**src/rtl/cache_fill_arbiter_if.sv**
```systemverilog
// rtl/cache_fill_arbiter_if.sv - client, controller and debug signals of the fill arbiter
interface cache_fill_arbiter_if #(
    parameter int ADDR_W = 32
);
    logic              c0_req;
    logic [ADDR_W-1:0] c0_addr;
    logic              c0_rw;
    logic              c0_fill;
    logic              c1_req;
    logic [ADDR_W-1:0] c1_addr;
    logic              c1_rw;
    logic              c1_fill;
    logic              sdram_req;
    logic [ADDR_W-1:0] sdram_addr;
    logic              sdram_rw;
    logic              sdram_fill;
    logic [1:0]        grant;

    modport slave (
        input  c0_req, c0_addr, c0_rw, c1_req, c1_addr, c1_rw, sdram_fill,
        output c0_fill, c1_fill, sdram_req, sdram_addr, sdram_rw, grant
    );

    modport master (
        output c0_req, c0_addr, c0_rw, c1_req, c1_addr, c1_rw, sdram_fill,
        input  c0_fill, c1_fill, sdram_req, sdram_addr, sdram_rw, grant
    );
endinterface

```
**src/rtl/cache_fill_arbiter.sv**
```systemverilog
// rtl/cache_fill_arbiter.sv - round-robin arbiter sharing one SDRAM read port between two cache fills
module cache_fill_arbiter #(
    parameter int ADDR_W    = 32,
    parameter int BURST_LEN = 4
) (
    input  logic                 clk,
    input  logic                 reset,
    cache_fill_arbiter_if.slave  bus
);
    localparam int CNT_W = (BURST_LEN > 2) ? $clog2(BURST_LEN) : 1;

    typedef enum logic [1:0] {
        S_IDLE     = 2'd0,
        S_WAITFILL = 2'd1,
        S_BURST    = 2'd2
    } state_t;

    state_t            r_state;
    logic              r_sdram_req;
    logic [ADDR_W-1:0] r_sdram_addr;
    logic              r_sdram_rw;
    logic [1:0]        r_grant;
    logic              r_last_grant;
    logic [CNT_W-1:0]  r_wcnt;

    logic w_pick0;
    logic w_pick1;
    logic w_in_wait;

    // r_last_grant = 1 means client 1 was served last, so client 0 wins a tie
    assign w_pick1   = bus.c1_req & (~bus.c0_req | ~r_last_grant);
    assign w_pick0   = bus.c0_req & ~w_pick1;
    assign w_in_wait = (r_state == S_WAITFILL);

    always_ff @(posedge clk or posedge reset) begin
        if (reset) begin
            r_state      <= S_IDLE;
            r_sdram_req  <= 1'b0;
            r_sdram_addr <= '0;
            r_sdram_rw   <= 1'b1;
            r_grant      <= 2'b00;
            r_last_grant <= 1'b1;
            r_wcnt       <= '0;
        end else begin
            case (r_state)
                S_IDLE: begin
                    if (w_pick1) begin
                        r_sdram_addr <= bus.c1_addr;
                        r_sdram_rw   <= bus.c1_rw;
                        r_sdram_req  <= 1'b1;
                        r_grant      <= 2'b10;
                        r_last_grant <= 1'b1;
                        r_state      <= S_WAITFILL;
                    end else if (w_pick0) begin
                        r_sdram_addr <= bus.c0_addr;
                        r_sdram_rw   <= bus.c0_rw;
                        r_sdram_req  <= 1'b1;
                        r_grant      <= 2'b01;
                        r_last_grant <= 1'b0;
                        r_state      <= S_WAITFILL;
                    end
                end
                S_WAITFILL: begin
                    // the controller is committed once granted, so wait even if the client lets go
                    if (bus.sdram_fill) begin
                        r_sdram_req <= 1'b0;
                        r_wcnt      <= CNT_W'(BURST_LEN - 2);
                        r_state     <= S_BURST;
                    end
                end
                S_BURST: begin
                    if (r_wcnt == '0) begin
                        r_grant <= 2'b00;
                        r_state <= S_IDLE;
                    end else begin
                        r_wcnt <= r_wcnt - 1'b1;
                    end
                end
                default: begin
                    r_state <= S_IDLE;
                end
            endcase
        end
    end

    // strobe is combinational so it lines up with the first data word
    assign bus.c0_fill    = bus.sdram_fill & w_in_wait & r_grant[0];
    assign bus.c1_fill    = bus.sdram_fill & w_in_wait & r_grant[1];
    assign bus.sdram_req  = r_sdram_req;
    assign bus.sdram_addr = r_sdram_addr;
    assign bus.sdram_rw   = r_sdram_rw;
    assign bus.grant      = r_grant;
endmodule

```
**src/flat_wrapper.sv**
```systemverilog
// flat-port wrapper written by rule: the top's interface ports become plain ports
module cache_fill_arbiter_flat 
#(
    parameter int ADDR_W    = 32,
    parameter int BURST_LEN = 4
)
  (clk, reset, bus_c0_req, bus_c0_addr, bus_c0_rw, bus_c1_req, bus_c1_addr, bus_c1_rw, bus_sdram_fill, bus_c0_fill, bus_c1_fill, bus_sdram_req, bus_sdram_addr, bus_sdram_rw, bus_grant);
  cache_fill_arbiter_if #(.ADDR_W(ADDR_W)) bus_i ();
  input  logic clk;
  input  logic reset;
  input wire logic [$bits(bus_i.c0_req)-1:0] bus_c0_req;
  input wire logic [$bits(bus_i.c0_addr)-1:0] bus_c0_addr;
  input wire logic [$bits(bus_i.c0_rw)-1:0] bus_c0_rw;
  input wire logic [$bits(bus_i.c1_req)-1:0] bus_c1_req;
  input wire logic [$bits(bus_i.c1_addr)-1:0] bus_c1_addr;
  input wire logic [$bits(bus_i.c1_rw)-1:0] bus_c1_rw;
  input wire logic [$bits(bus_i.sdram_fill)-1:0] bus_sdram_fill;
  output wire logic [$bits(bus_i.c0_fill)-1:0] bus_c0_fill;
  output wire logic [$bits(bus_i.c1_fill)-1:0] bus_c1_fill;
  output wire logic [$bits(bus_i.sdram_req)-1:0] bus_sdram_req;
  output wire logic [$bits(bus_i.sdram_addr)-1:0] bus_sdram_addr;
  output wire logic [$bits(bus_i.sdram_rw)-1:0] bus_sdram_rw;
  output wire logic [$bits(bus_i.grant)-1:0] bus_grant;
  assign bus_i.c0_req = bus_c0_req;
  assign bus_i.c0_addr = bus_c0_addr;
  assign bus_i.c0_rw = bus_c0_rw;
  assign bus_i.c1_req = bus_c1_req;
  assign bus_i.c1_addr = bus_c1_addr;
  assign bus_i.c1_rw = bus_c1_rw;
  assign bus_i.sdram_fill = bus_sdram_fill;
  assign bus_c0_fill = bus_i.c0_fill;
  assign bus_c1_fill = bus_i.c1_fill;
  assign bus_sdram_req = bus_i.sdram_req;
  assign bus_sdram_addr = bus_i.sdram_addr;
  assign bus_sdram_rw = bus_i.sdram_rw;
  assign bus_grant = bus_i.grant;
  cache_fill_arbiter #(.ADDR_W(ADDR_W), .BURST_LEN(BURST_LEN)) u_core (.clk(clk), .reset(reset), .bus(bus_i));
endmodule
```
**config.mk**
```make
export PLATFORM = sky130hd
export DESIGN_NAME = cache_fill_arbiter_flat
export DESIGN_NICKNAME = d
export VERILOG_FILES = /design/src/rtl/cache_fill_arbiter_if.sv /design/src/rtl/cache_fill_arbiter.sv /design/src/flat_wrapper.sv
export SDC_FILE = /design/constraint.sdc
export NUM_CORES = 1
export LEC_CHECK = 0
export CORE_ASPECT_RATIO = 1.2
export CORE_MARGIN = 4
export CORE_UTILIZATION = 40
export CTS_BUF_LIST = sky130_fd_sc_hd__clkbuf_8
export DETAILED_ROUTE_END_ITERATION = 6
export MAX_ROUTING_LAYER = met4
export PLACE_DENSITY = 0.95
export SKIP_CTS_REPAIR_TIMING = 1
export SLEW_MARGIN = 20
export SYNTH_ARGS = -nofsm -noshare
export SYNTH_HDL_FRONTEND = slang
export SYNTH_SLANG_ARGS = --single-unit
```
**constraint.sdc**
```tcl
create_clock -name clk -period 1.8 [get_ports clk]
set_input_delay 0.18 -clock clk [delete_from_list [all_inputs] [get_ports clk]]
set_output_delay 0.18 -clock clk [all_outputs]
set_load 0.01 [all_outputs]
```
# --- Yosys cells after proc, flatten, opt, wreduce, memory -nomap -nowiden ---
# Index checks and enable logic that the tools add are counted.
word_totals:
  input_bits: 71
  elab_cells: 53
  rom_bits: 0
  out_inout_bits: 38
  mem_bits_rw: 0
  n_memories: 0
  register_bits: 41
  latchBits: 0
classes:
  mul: 0
  shifts: 0
  muxes: 19
  eq_ne: 6
  reduce_logical: 11
  n_addsub: 1
  order_cmp: 0
  n_div: 0
  n_bitwise: 9
ops:
  columns: ["cell", "n"]
  rows:
  - ["32-bit two-way mux", 2]
  - ["2-bit two-way mux", 6]
  - ["3-bit AND reduction", 4]
  - ["2-bit case mux with 2 select lines", 2]
  - ["2-bit nonzero test", 4]
  - ["1-bit two-way mux", 7]
  - ["2-bit case mux with 3 select lines", 1]
  - ["1-bit AND", 5]
  - ["2-bit zero test", 2]
  - ["2-bit inequality test (second input constant)", 2]
  - ["3-bit by 1-bit inequality test with 1-bit output (second input constant)", 1]
  - ["1-bit inverter", 3]
  - ["2-bit by 1-bit equality test with 1-bit output (second input constant)", 1]
  - ["2-bit equality test (second input constant)", 1]
  - ["2-bit by 1-bit inequality test with 1-bit output (second input constant)", 1]
  - ["1-bit case mux with 2 select lines", 1]
  - ["2-bit AND reduction", 1]
  - ["2-bit by 1-bit subtractor with 2-bit output (second input constant)", 1]
  - ["1-bit OR", 1]

# --- Depth between registers and ports, before layout ---
logic_depth:
  ltp_word: 8
  ltp_mapped: 6
  ltp_nobuf: 5

# --- Least setup slack after synthesis ---
# No wires, ideal clock.
synth_path:
  kind: "flip-flop to flip-flop"
  startpoint: "register u_core.r_state[1]"
  endpoint: "register u_core.r_sdram_addr[0], in the netlist u_core.bus.sdram_addr[0]"
  setup_slack_ns: 0.391
  t_required_ns: 1.677
  period_less_slack_ns: 1.409
  arrival_time_ns: 1.286
  setup_time_ns: 0.123
  stages_incl_launch_ff: 7
  n_path_buf: 3
  cell_sequence: "dfrtp_1 buf_2 nor2_4 nand3_1 buf_2 buf_2 o221a_1"
synth_between:
  elab_chain_len: 2
synth_lines:
  columns: ["element", "line_no", "source"]
  rows:
  - ["start: declaration", "cache_fill_arbiter.sv:18", "state_t r_state;"]
  - ["start signal: assignment", "cache_fill_arbiter.sv:37", "r_state <= S_IDLE;"]
  - ["start signal: assignment", "cache_fill_arbiter.sv:53", "r_state <= S_WAITFILL;"]
  - ["start signal: assignment", "cache_fill_arbiter.sv:60", "r_state <= S_WAITFILL;"]
  - ["2-bit zero test", "cache_fill_arbiter.sv:45", "case (r_state)"]
  - ["2-bit AND reduction (no source line)", null, null]
  - ["end signal: assignment", "cache_fill_arbiter.sv:48", "r_sdram_addr <= bus.c1_addr;"]
  - ["end signal: assignment", "cache_fill_arbiter.sv:55", "r_sdram_addr <= bus.c0_addr;"]
  - ["end: declaration", "cache_fill_arbiter.sv:20", "logic [ADDR_W-1:0] r_sdram_addr;"]
# No other way between the ends.
# A chain may end at the register's enable or synchronous reset.

# --- Final worst setup path ---
layout_path:
  startpoint: "register u_core.r_state[1]"
  endpoint: "register u_core.r_sdram_addr[17], in the netlist u_core.bus.sdram_addr[17]"
# Same word-level chain as after synthesis.

==> impl_results.md <==
- RSZ-0062 raised after global routing: false
- Tcrit/Tclk final: 93.37%
- Die area: 6066 um^2
- Mean Syn Cell Area: 11.48 um^2
- Synth Warn #: 0
- Hold crit path type: in -> async
- H-tree levels: 2
- Die W: 71.77 um
- WP data arrival: 1.86 ns
- Rows: 27
- Clock Root Buffer: clkbuf_8
- # DRC: 0
- Area Growth Syn to Fin: 65.32%
- Internal power: 3.406 mW
- PD cells: 1576 nW/um^2
- Top post-synthesis cells by area: dfrtp_1, o221a_1, or3_1
- Max Slew Vio Count: 0
- M1 WL: 2.419 mm
- MaxCap Viol Count: 0
- Combinational power share: 49.9%
- Setup WS pre-CTS: 0.02637 ns
- Post-synthesis sequential area ratio: 52.69%
- Pleak: 1.286 nW
- Die H: 84.52 um
- Post-synth EDFFs: 0
- Compound-Gate Fraction of Synth Area: 22.88%
- Starting Density: 41.87%
- CP Class: reg -> reg
- PortBufs: 108
- Cell count after synthesis: 170
- Ports: 109
- Largest net degree at the start of global routing: 42
- Number of synthesized register bits: 41
- Final HPWL DP: 4.300 mm
- XOR/XNOR Fraction of Synth Area: 0%
- Setup crit start kind: flop
- Synth Cell Area: 1952 um^2
- Routed Antenna Nets: 0
- Status: finished clean
- Final wirelength: 5.827 mm
- FFs w/ async S/R, synth: 100.0%
- Final hold vios: 0
- Crit Path Max Fanout: 30
- Clk sink count: 41
- Routability cong.: 0.8032
- Core area: 4662 um^2
- Final core utilization: 69.22%
- Met3 routed WL: 370 um
- Via count: 1830
- Mux share of post-synthesis cell area: 0.5128%
- Placed cells: 329
- Latest clock arrival within the worst-skew pair: 0.29 ns
- Fin crit period: 1.681 ns
- Fin nets: 351
- First-pass GRT wire length: 9.384 mm
- Final worst setup slack: 0.1194 ns
- Clock-pin slew on the worst setup and hold paths: 0.09 ns
- Share of the synthesized area in the top cell type: 50.00%
- Highest metal used: met4
- ANT cells: 0
- All-layer global routing usage: 20.17%
- Register Area: 1030 um^2
- Initial antenna violation count: 0
- Synth unique cells: 27
- Dominant cell type by area after synthesis: dfrtp_1
- # fillers: 364
- Top FF cell, synth: dfrtp_1
- CTS tree: built
- Clk buf depth: 2
- Synth Area in Adders: 0.6410%
- Max_slew headroom: 47.63%
- Hold slack: 0.3357 ns
- Met2 WL: 3.006 mm
- Worst slew pin tran: 0.7855 ns
- Clk_skew: 0.01010 ns
- Switch share: 33.03%
- Num CTS Buffers: 5
- Layout cells sized above 1: 10.36%
- CP Capture Type: flop
- Largest family of logic cells by synthesized area: compound AO/OA/AOI/OAI gates
- Iteration count of the initial detailed-routing pass: 4
- Vias in the first global route: 1954
- Drt initial violations: 72
- Seq pwr share: 32.9%
- Total congestion overflow: 0
- Vias per cell: 5.414
- Fmax: 0.5950 GHz
- Psw: 1.680 mW
- WP data required: 1.97 ns
- Peak supply drop: 0.9871 mV
- Most common cell in the synthesized netlist: dfrtp_1
- Synth top cells by count: dfrtp_1, or3_1, o221a_1
- Multi-input logic area: 818.3 um^2
- Final setup vio count: 0
- Syn Nets: 242
- Fin cells: 338
- WL/cell: 17.24 um
- Clk pwr share: 17.2%
- Post-Synth Simple-Gate Area: 17.50%
## cell type report
cell class / instances / area share (%)
clock buffers: 5 / 2.133
clock inverters: 3 / 2.016
inverters: 3 / 0.3490
multi-input cells: 110 / 25.36
flip-flops and latches: 41 / 31.91
well taps: 58 / 2.249
repair buffers: 118 / 35.98
## path summary, 6_finish.rpt
path                                                   from                                     to  slack [ns]  cells after the start
max                           u_core.r_state[1]$_DFFE_PP0P_  u_core.bus.sdram_addr[17]$_DFFE_PP0P_        0.12                      3
min                                                   reset  u_core.bus.sdram_addr[10]$_DFFE_PP0P_        0.34                      3
max reg2reg                   u_core.r_state[1]$_DFFE_PP0P_  u_core.bus.sdram_addr[17]$_DFFE_PP0P_        0.12                      3
min reg2reg                u_core.bus.sdram_req$_DFFE_PP0P_       u_core.bus.sdram_req$_DFFE_PP0P_        0.50                      1
max in group asynchronous                             reset          u_core.r_state[1]$_DFFE_PP0P_        1.09                      3
min in group clk                                  bus_c0_rw        u_core.bus.sdram_rw$_DFFE_PP1P_        0.42                      3
## layer usage
layer,GRT usage [%],vias to the layer above
met3,3.593,4
met1,24.39,893
met2,34.95,72
met4,4.103,0
met5,-,-
li1,-,861
## power groups by stage
stage               logic [mW]  clock network, mW  registers [mW]
global route              2.75              0.939            1.73
floorplan                 1.19                  0            1.82
CTS                       2.54              0.895            1.68
finish                    2.54              0.877            1.67
global placement          2.44                  0            1.66
detailed placement        2.54                  0            1.69
## kinds of logic after synthesis
kind of cell / Yosys count
flops: 41
fa+ha+maj: 1
simple gates: 59
buf+inv: 19
mux: 1
compound gates: 49
## critical path, stage by stage (launching register included)
cell     delay [ns]
dfrtp_2        0.47
or2_1          0.51
or3_1          0.45
o221a_1        0.14
## registers in the layout, indices dropped and copies added, names as in the netlist
name,cells
u_core.bus.grant,2
u_core.bus.sdram_addr,32
u_core.bus.sdram_req,1
u_core.bus.sdram_rw,1
u_core.r_last_grant,1
u_core.r_state,2
u_core.r_wcnt,2
## cells in the final DEF (no fill, tap or decap), drive strengths merged, types with 2 or more instances in the layout
cell | synthesis | layout
a21oi | 4 | 4
a31oi | 5 | 5
and3 | 3 | 3
buf | 8 | 10
bufinv | 0 | 2
clkbuf | 8 | 5
clkdlybuf4s50 | 0 | 106
dfrtp | 39 | 39
dfstp | 2 | 2
dlymetal6s2s | 0 | 2
inv | 3 | 3
nand2 | 13 | 13
nand2b | 4 | 4
nor2b | 3 | 3
o21ai | 7 | 7
o221a | 29 | 29
or2 | 2 | 2
or3 | 30 | 30
## through the flow
| stage | area (um^2) | TNS, ns | total power, mW |
|---|---|---|---|
| after floorplan | 1952 | 0 | 3.012 |
| after global placement | 3072 | 0 | 4.106 |
| after detailed placement | 3072 | 0 | 4.226 |
| after CTS | 3206 | -0.1117 | 5.112 |
| after global routing | 3227 | 0 | 5.416 |
| final | 3227 | 0 | 5.086 |
Note: power is estimated with default switching activity, not from simulation.
